--- config.mk ---
export PLATFORM = sky130hd
export DESIGN_NAME = pipe_add_flat
export DESIGN_NICKNAME = d
export VERILOG_FILES = /design/src/rtl/pipe_add_if.sv /design/src/rtl/pipe_add.sv /design/src/flat_wrapper.sv
export SDC_FILE = /design/constraint.sdc
export NUM_CORES = 1
export LEC_CHECK = 0
export CAP_MARGIN = 20
export CORE_MARGIN = 5
export CORE_UTILIZATION = 52
export CTS_CLUSTER_DIAMETER = 40
export CTS_CLUSTER_SIZE = 16
export DETAILED_ROUTE_END_ITERATION = 8
export GPL_ROUTABILITY_DRIVEN = 0
export PLACE_DENSITY = 0.88
export SLEW_MARGIN = 20
export SYNTH_ARGS = -nofsm -noshare
export SYNTH_HDL_FRONTEND = slang
export SYNTH_SLANG_ARGS = --single-unit
export TNS_END_PERCENT = 10
--- constraint.sdc ---
create_clock -name clk -period 2.4 [get_ports clk]
set_input_delay 0.24 -clock clk [delete_from_list [all_inputs] [get_ports clk]]
set_output_delay 0.24 -clock clk [all_outputs]
set_load 0.01 [all_outputs]
--- src/rtl/pipe_add_if.sv ---
// Handshake bundle for the pipelined adder: an input stream (operands plus
// control) and an output stream (result plus flags).
interface pipe_add_if #(
  parameter int WIDTH = 32
);
  logic             in_valid;
  logic             in_ready;
  logic [WIDTH-1:0] a;
  logic [WIDTH-1:0] b;
  logic             cin;
  logic             sub;
  logic             out_valid;
  logic             out_ready;
  logic [WIDTH-1:0] sum;
  logic             cout;
  logic             ovf;
  logic             zero;

  modport master (
    output in_valid, a, b, cin, sub, out_ready,
    input  in_ready, out_valid, sum, cout, ovf, zero
  );

  modport slave (
    input  in_valid, a, b, cin, sub, out_ready,
    output in_ready, out_valid, sum, cout, ovf, zero
  );
endinterface

--- src/rtl/pipe_add.sv ---
// Pipelined add/subtract: each stage resolves one WIDTH/STAGES-bit slice with
// 4-bit carry-lookahead groups and hands the carry to the next stage.
module pipe_add #(
  parameter int WIDTH  = 32,
  parameter int STAGES = 2
) (
  input  logic       clk,
  input  logic       rst_n,
  input  logic       flush,
  pipe_add_if.slave  bus
);

  localparam int SW = WIDTH / STAGES;
  localparam int NG = SW / 4;
  localparam int L  = STAGES - 1;

  function automatic logic [4:0] cla4(input logic [3:0] x, input logic [3:0] y,
                                      input logic ci);
    logic [3:0] g;
    logic [3:0] p;
    logic [4:0] c;
    g    = x & y;
    p    = x ^ y;
    c[0] = ci;
    c[1] = g[0] | (p[0] & ci);
    c[2] = g[1] | (p[1] & g[0]) | (p[1] & p[0] & ci);
    c[3] = g[2] | (p[2] & g[1]) | (p[2] & p[1] & g[0]) | (p[2] & p[1] & p[0] & ci);
    c[4] = g[3] | (p[3] & g[2]) | (p[3] & p[2] & g[1]) | (p[3] & p[2] & p[1] & g[0])
         | (p[3] & p[2] & p[1] & p[0] & ci);
    return {c[4], p ^ c[3:0]};
  endfunction

  // Lookahead inside each nibble, ripple from nibble to nibble.
  function automatic logic [SW:0] slice_add(input logic [SW-1:0] x, input logic [SW-1:0] y,
                                            input logic ci);
    logic [SW-1:0] s;
    logic          c;
    logic [4:0]    r;
    s = '0;
    c = ci;
    for (int g = 0; g < NG; g++) begin
      r          = cla4(x[4*g +: 4], y[4*g +: 4], c);
      s[4*g +: 4] = r[3:0];
      c          = r[4];
    end
    return {c, s};
  endfunction

  logic [STAGES-1:0] vld;
  logic [STAGES-1:0] c_r;
  logic [WIDTH-1:0]  a_r [STAGES];
  logic [WIDTH-1:0]  b_r [STAGES];
  logic [WIDTH-1:0]  s_r [STAGES];
  logic              ovf_r;

  logic [STAGES-1:0] load_en;
  logic              take;

  logic [STAGES-1:0] src_v;
  logic [STAGES-1:0] src_c;
  logic [WIDTH-1:0]  src_a [STAGES];
  logic [WIDTH-1:0]  src_b [STAGES];
  logic [WIDTH-1:0]  src_s [STAGES];
  logic [WIDTH-1:0]  nxt_s [STAGES];
  logic [STAGES-1:0] nxt_c;
  logic [SW:0]       sl    [STAGES];
  logic              nxt_ovf;

  // A stage may load if it, or any stage after it, has a hole, or the
  // consumer is draining; this avoids a combinational loop through valid bits.
  always_comb begin
    logic acc;
    load_en = '0;
    acc     = bus.out_ready;
    for (int k = L; k >= 0; k--) begin
      acc        = acc | ~vld[k];
      load_en[k] = acc;
    end
  end

  assign bus.in_ready = ~flush & load_en[0];
  assign take         = bus.in_valid & ~flush & load_en[0];

  // Subtraction is folded in at the input: b and cin are inverted once and
  // the rest of the pipe only ever adds.
  always_comb begin
    src_a[0] = bus.a;
    src_b[0] = bus.sub ? ~bus.b : bus.b;
    src_c    = '0;
    src_c[0] = bus.sub ? ~bus.cin : bus.cin;
    src_s[0] = '0;
    src_v    = '0;
    src_v[0] = take;
    for (int k = 1; k < STAGES; k++) begin
      src_a[k] = a_r[k-1];
      src_b[k] = b_r[k-1];
      src_c[k] = c_r[k-1];
      src_s[k] = s_r[k-1];
      src_v[k] = vld[k-1];
    end
    nxt_c = '0;
    for (int k = 0; k < STAGES; k++) begin
      sl[k]               = slice_add(src_a[k][k*SW +: SW], src_b[k][k*SW +: SW], src_c[k]);
      nxt_s[k]            = src_s[k];
      nxt_s[k][k*SW +: SW] = sl[k][SW-1:0];
      nxt_c[k]            = sl[k][SW];
    end
    nxt_ovf = (src_a[L][WIDTH-1] == src_b[L][WIDTH-1]) &
              (nxt_s[L][WIDTH-1] != src_a[L][WIDTH-1]);
  end

  // Stage registers: slice sum merged into forwarded low bits, carry, operands.
  always_ff @(posedge clk or negedge rst_n) begin
    if (!rst_n) begin
      vld   <= '0;
      c_r   <= '0;
      ovf_r <= 1'b0;
      for (int k = 0; k < STAGES; k++) begin
        a_r[k] <= '0;
        b_r[k] <= '0;
        s_r[k] <= '0;
      end
    end else begin
      for (int k = 0; k < STAGES; k++) begin
        if (load_en[k]) begin
          a_r[k] <= src_a[k];
          b_r[k] <= src_b[k];
          s_r[k] <= nxt_s[k];
          c_r[k] <= nxt_c[k];
        end
        if (flush)
          vld[k] <= 1'b0;
        else if (load_en[k])
          vld[k] <= src_v[k];
      end
      if (load_en[L])
        ovf_r <= nxt_ovf;
    end
  end

  // Output stage: result fields are forced to zero whenever nothing is presented.
  assign bus.out_valid = vld[L];
  assign bus.sum       = vld[L] ? s_r[L] : '0;
  assign bus.cout      = vld[L] & c_r[L];
  assign bus.ovf       = vld[L] & ovf_r;
  assign bus.zero      = vld[L] & (s_r[L] == '0);

endmodule

--- src/flat_wrapper.sv ---
// flat-port wrapper written by rule: the top's interface ports become plain ports
module pipe_add_flat 
#(
  parameter int WIDTH  = 32,
  parameter int STAGES = 2
)
  (clk, rst_n, flush, bus_in_valid, bus_a, bus_b, bus_cin, bus_sub, bus_out_ready, bus_in_ready, bus_out_valid, bus_sum, bus_cout, bus_ovf, bus_zero);
  pipe_add_if #(.WIDTH(WIDTH)) bus_i ();
  input  logic clk;
  input  logic rst_n;
  input  logic flush;
  input wire logic [$bits(bus_i.in_valid)-1:0] bus_in_valid;
  input wire logic [$bits(bus_i.a)-1:0] bus_a;
  input wire logic [$bits(bus_i.b)-1:0] bus_b;
  input wire logic [$bits(bus_i.cin)-1:0] bus_cin;
  input wire logic [$bits(bus_i.sub)-1:0] bus_sub;
  input wire logic [$bits(bus_i.out_ready)-1:0] bus_out_ready;
  output wire logic [$bits(bus_i.in_ready)-1:0] bus_in_ready;
  output wire logic [$bits(bus_i.out_valid)-1:0] bus_out_valid;
  output wire logic [$bits(bus_i.sum)-1:0] bus_sum;
  output wire logic [$bits(bus_i.cout)-1:0] bus_cout;
  output wire logic [$bits(bus_i.ovf)-1:0] bus_ovf;
  output wire logic [$bits(bus_i.zero)-1:0] bus_zero;
  assign bus_i.in_valid = bus_in_valid;
  assign bus_i.a = bus_a;
  assign bus_i.b = bus_b;
  assign bus_i.cin = bus_cin;
  assign bus_i.sub = bus_sub;
  assign bus_i.out_ready = bus_out_ready;
  assign bus_in_ready = bus_i.in_ready;
  assign bus_out_valid = bus_i.out_valid;
  assign bus_sum = bus_i.sum;
  assign bus_cout = bus_i.cout;
  assign bus_ovf = bus_i.ovf;
  assign bus_zero = bus_i.zero;
  pipe_add #(.WIDTH(WIDTH), .STAGES(STAGES)) u_core (.clk(clk), .rst_n(rst_n), .flush(flush), .bus(bus_i));
endmodule
==> results.yml <==
status:
  outcome: "complete, but fails checks"
  violations: "negative setup slack"
worst_setup_path:
  critPathSlowestCell: "clkdlybuf4s50_1"
  path_cells: "clkdlybuf4s50_1 > xor2_1 > ha_1 > a41o_1 > o31ai_4 > o21ba_2 > buf_4 > nor4b_1 > nor3_1"
  critPathKind: "input port to flop"
  cp.arrival_ps: 2720
  start_kind: "input port"
  end_kind: "flop"
  required_ps: 2610
  reg2regPathDepth: 8
  cp_slowest_stage_delay_ps: 470
  crit_fanout: 4
clock_tree:
  numClockSinks: 85
  cts_buffer_depth: 2
  cts-root-buf: "clkbuf_8"
  htreeDepth: 3
  clk_latency_ps: 350
  cts_buffers: 9
  cts_tree: "done"
  cts.clk_slew.worst_paths_ps: 90
synth:
  syn_nets: 675
  synthFlopType: "dfrtp_1"
  synth_top_cell_by_area: "dfrtp_1"
  ys_types: 47
  synth-seq-area-share: 0.422
  synthArstFlopShare: 1.00
  syn_area_sq_um: 5050
  syn_inst: 564
  synth_top_cell_area_share: 0.422
  synth-edff-count: 0
  ys_ff_latch: 85
  avgSynthCellArea_sq_um: 8.95
  yosysWarnings: 0
  synth.area.top_cells: "dfrtp_1 (42%), nand2_1 (10%), ha_1 (7.9%)"
route:
  drt_pre_antenna_iters: 5
  initialDrtViolationCount: 369
  vias: 4621
  antenna_left: 0
  viasPerCell: 5.54
  drt-wirelength-per-cell_um: 16.5
  wirelength_mm: 13.8
  drc: 0
global_route:
  grt_usage: 0.226
  grt_max_degree: 48
  grt_pass1_vias: 4603
  grt_remaining_overflow: 0
  antenna_found_initial: 0
  grt_pass1_wl_mm: 21.5
timing:
  finalSetupViolCount: 2
  slew_headroom: 0.611
  worst_slew_pin_slew_ps: 584
  period_needed_ps: 2500
  layout_setup_ws_ps: -103
  skew_ps: 11.7
  fmax_mhz: 399
  fin_crit_sh: 1.04
  rsz0062_at_grt: "true"
  hold_viol: 0
  drv_slew: 0
place:
  port_buffers: 107
  place_hpwl_mm: 10.0
  place_ws_ps: -416
final_layout:
  syn_to_final_growth_pct: 35.6
  fin_nets: 807
  drive_gt1_frac: 0.123
  final_util: 0.710
  antenna_cells: 0
pwr:
  powerDensity_nw_per_um2: 661
  p_total_mw: 4.52
  p_leak_nw: 3.06
  ir_drop_v: 0.000331
die:
  num_rows: 36
  die_w_um: 109
  io-pin-count: 108
  die_y_um: 109
  initial_utilization: 0.523
  dieArea_sq_um: 11800
  coreArea_sq_um: 9640
min_path:
  hold-path-cell-count: 3
  hp-class: "input port to flop"
flow_run:
  drv_cap: 0
[logic make-up after synthesis]
group / after synthesis / synth area share
adder cells (fa/ha/maj): 40 / 0.111
flip-flops: 85 / 0.422
AND/OR/NAND/NOR: 243 / 0.215
XOR/XNOR: 51 / 0.0885
buffers and inverters: 41 / 0.0312
AO/OA/AOI/OAI: 104 / 0.133
[timing repair]
item / CTS / global route
endpoints found under the setup margin: 3 / 15
hold buffers: 1 / 0
endpoints found under the hold margin: 45 / 0
pin swaps: 0 / 9
setup buffers: 0 / 2
gates resized for setup: 2 / 26
[final timing paths]
path / from / to / slack [ps]
worst max-delay path: bus_b[0] / u_core.nxt_s[10] / -100
worst min-delay path: bus_a[25] / u_core.a_r[57] / 410
worst max register to register: u_core.b_r[52] / u_core.s_r[29] / -10
worst min register to register: u_core.a_r[58] / u_core.a_r[58] / 480
max in group asynchronous: rst_n / u_core.b_r[55] / 1250
min in group asynchronous: rst_n / u_core.nxt_s[12] / 450
[metrics by stage]
stage	instance area, sq um	hold WS, ps	instances	TNS [ps]
floorplan	5080	-55.6	564	-84.1
global placement	6470	271	815	-1340
detailed placement	6470	275	815	-2920
CTS	6700	407	832	-23.9
global route	6840	414	834	-528
finish	6840	411	834	-109
[final cells by class]
| class | instances | area (sq um) |
|---|---|---|
| clock buffers | 9 | 124 |
| clock inverters | 7 | 78.8 |
| fillers | 692 | 2800 |
| inverters | 15 | 56.3 |
| multi-input cells | 438 | 2910 |
| flip-flops and latches | 85 | 2130 |
| well taps | 133 | 166 |
| repair buffers | 147 | 1380 |
[routing by layer]
layer	global-route usage	up-vias	routed length, um	part of all wire
li1	-	2153	-	-
met1	0.295	2220	5540	0.40
met2	0.397	209	7080	0.51
met3	0.0269	39	847	0.061
met4	0.0631	0	321	0.023
met5	0	-	0	0
[power breakdown]
group	internal [mW]	total, mW	switching (mW)
Sequential	1.75	2.02	0.273
Combinational	0.729	1.45	0.724
Clock	0.498	1.04	0.546
[sequential cells by signal (all words and copies together), names as in the netlist]
signal,cells
u_core.s_r,32
u_core.a_r,16
u_core.b_r,16
u_core.nxt_s,16
u_core.c_r,2
u_core.vld,2
u_core.ovf_r,1
[placed cells by master (no fill, tap or decap), drive strengths merged, types with 3 or more instances in the layout]
cell type / instances
o21a: 5
a21oi: 29
clkdlybuf4s50: 103
a21o: 5
a31oi: 4
inv: 20
dfrtp: 85
xor2: 28
fa: 8
nand4: 3
nor4: 6
a221oi: 3
nand2: 139
buf: 41
nor3: 9
nand3: 6
ha: 32
o31ai: 7
nor2: 33
clkbuf: 9
nor4b: 3
o21ai: 35
and2: 36
xnor2: 23
[Yosys cell counts (2+ instances only)]
library cell    n
nand2_1       139
nand3_1         6
a21o_1          4
xor2_1         28
nor2_1         33
o21ai_1         6
a221oi_1        3
buf_2           3
ha_1           32
and2_1         36
o21ai_0        29
fa_1            8
dfrtp_1        85
o21a_1          5
a21boi_1        2
buf_1           4
inv_1          15
nand4_1         3
nor3_1          9
a21oi_1        29
clkbuf_1       19
nor4b_1         3
xnor2_1        23
nand2b_1        2
o31ai_2         2
o21bai_1        2
nor2b_1         2
o41ai_1         2
a31oi_1         3
nor4_1          6
o31ai_1         5
[critical path: cells and delay by family]
kind / cells / cell delay [ps]
AO/OA/AOI/OAI: 3 / 800
AND/OR/NAND/NOR: 2 / 480
adder cells (fa/ha/maj): 1 / 320
buffers and inverters: 2 / 600
XOR/XNOR: 1 / 270
(Power assumes the default switching activity.)
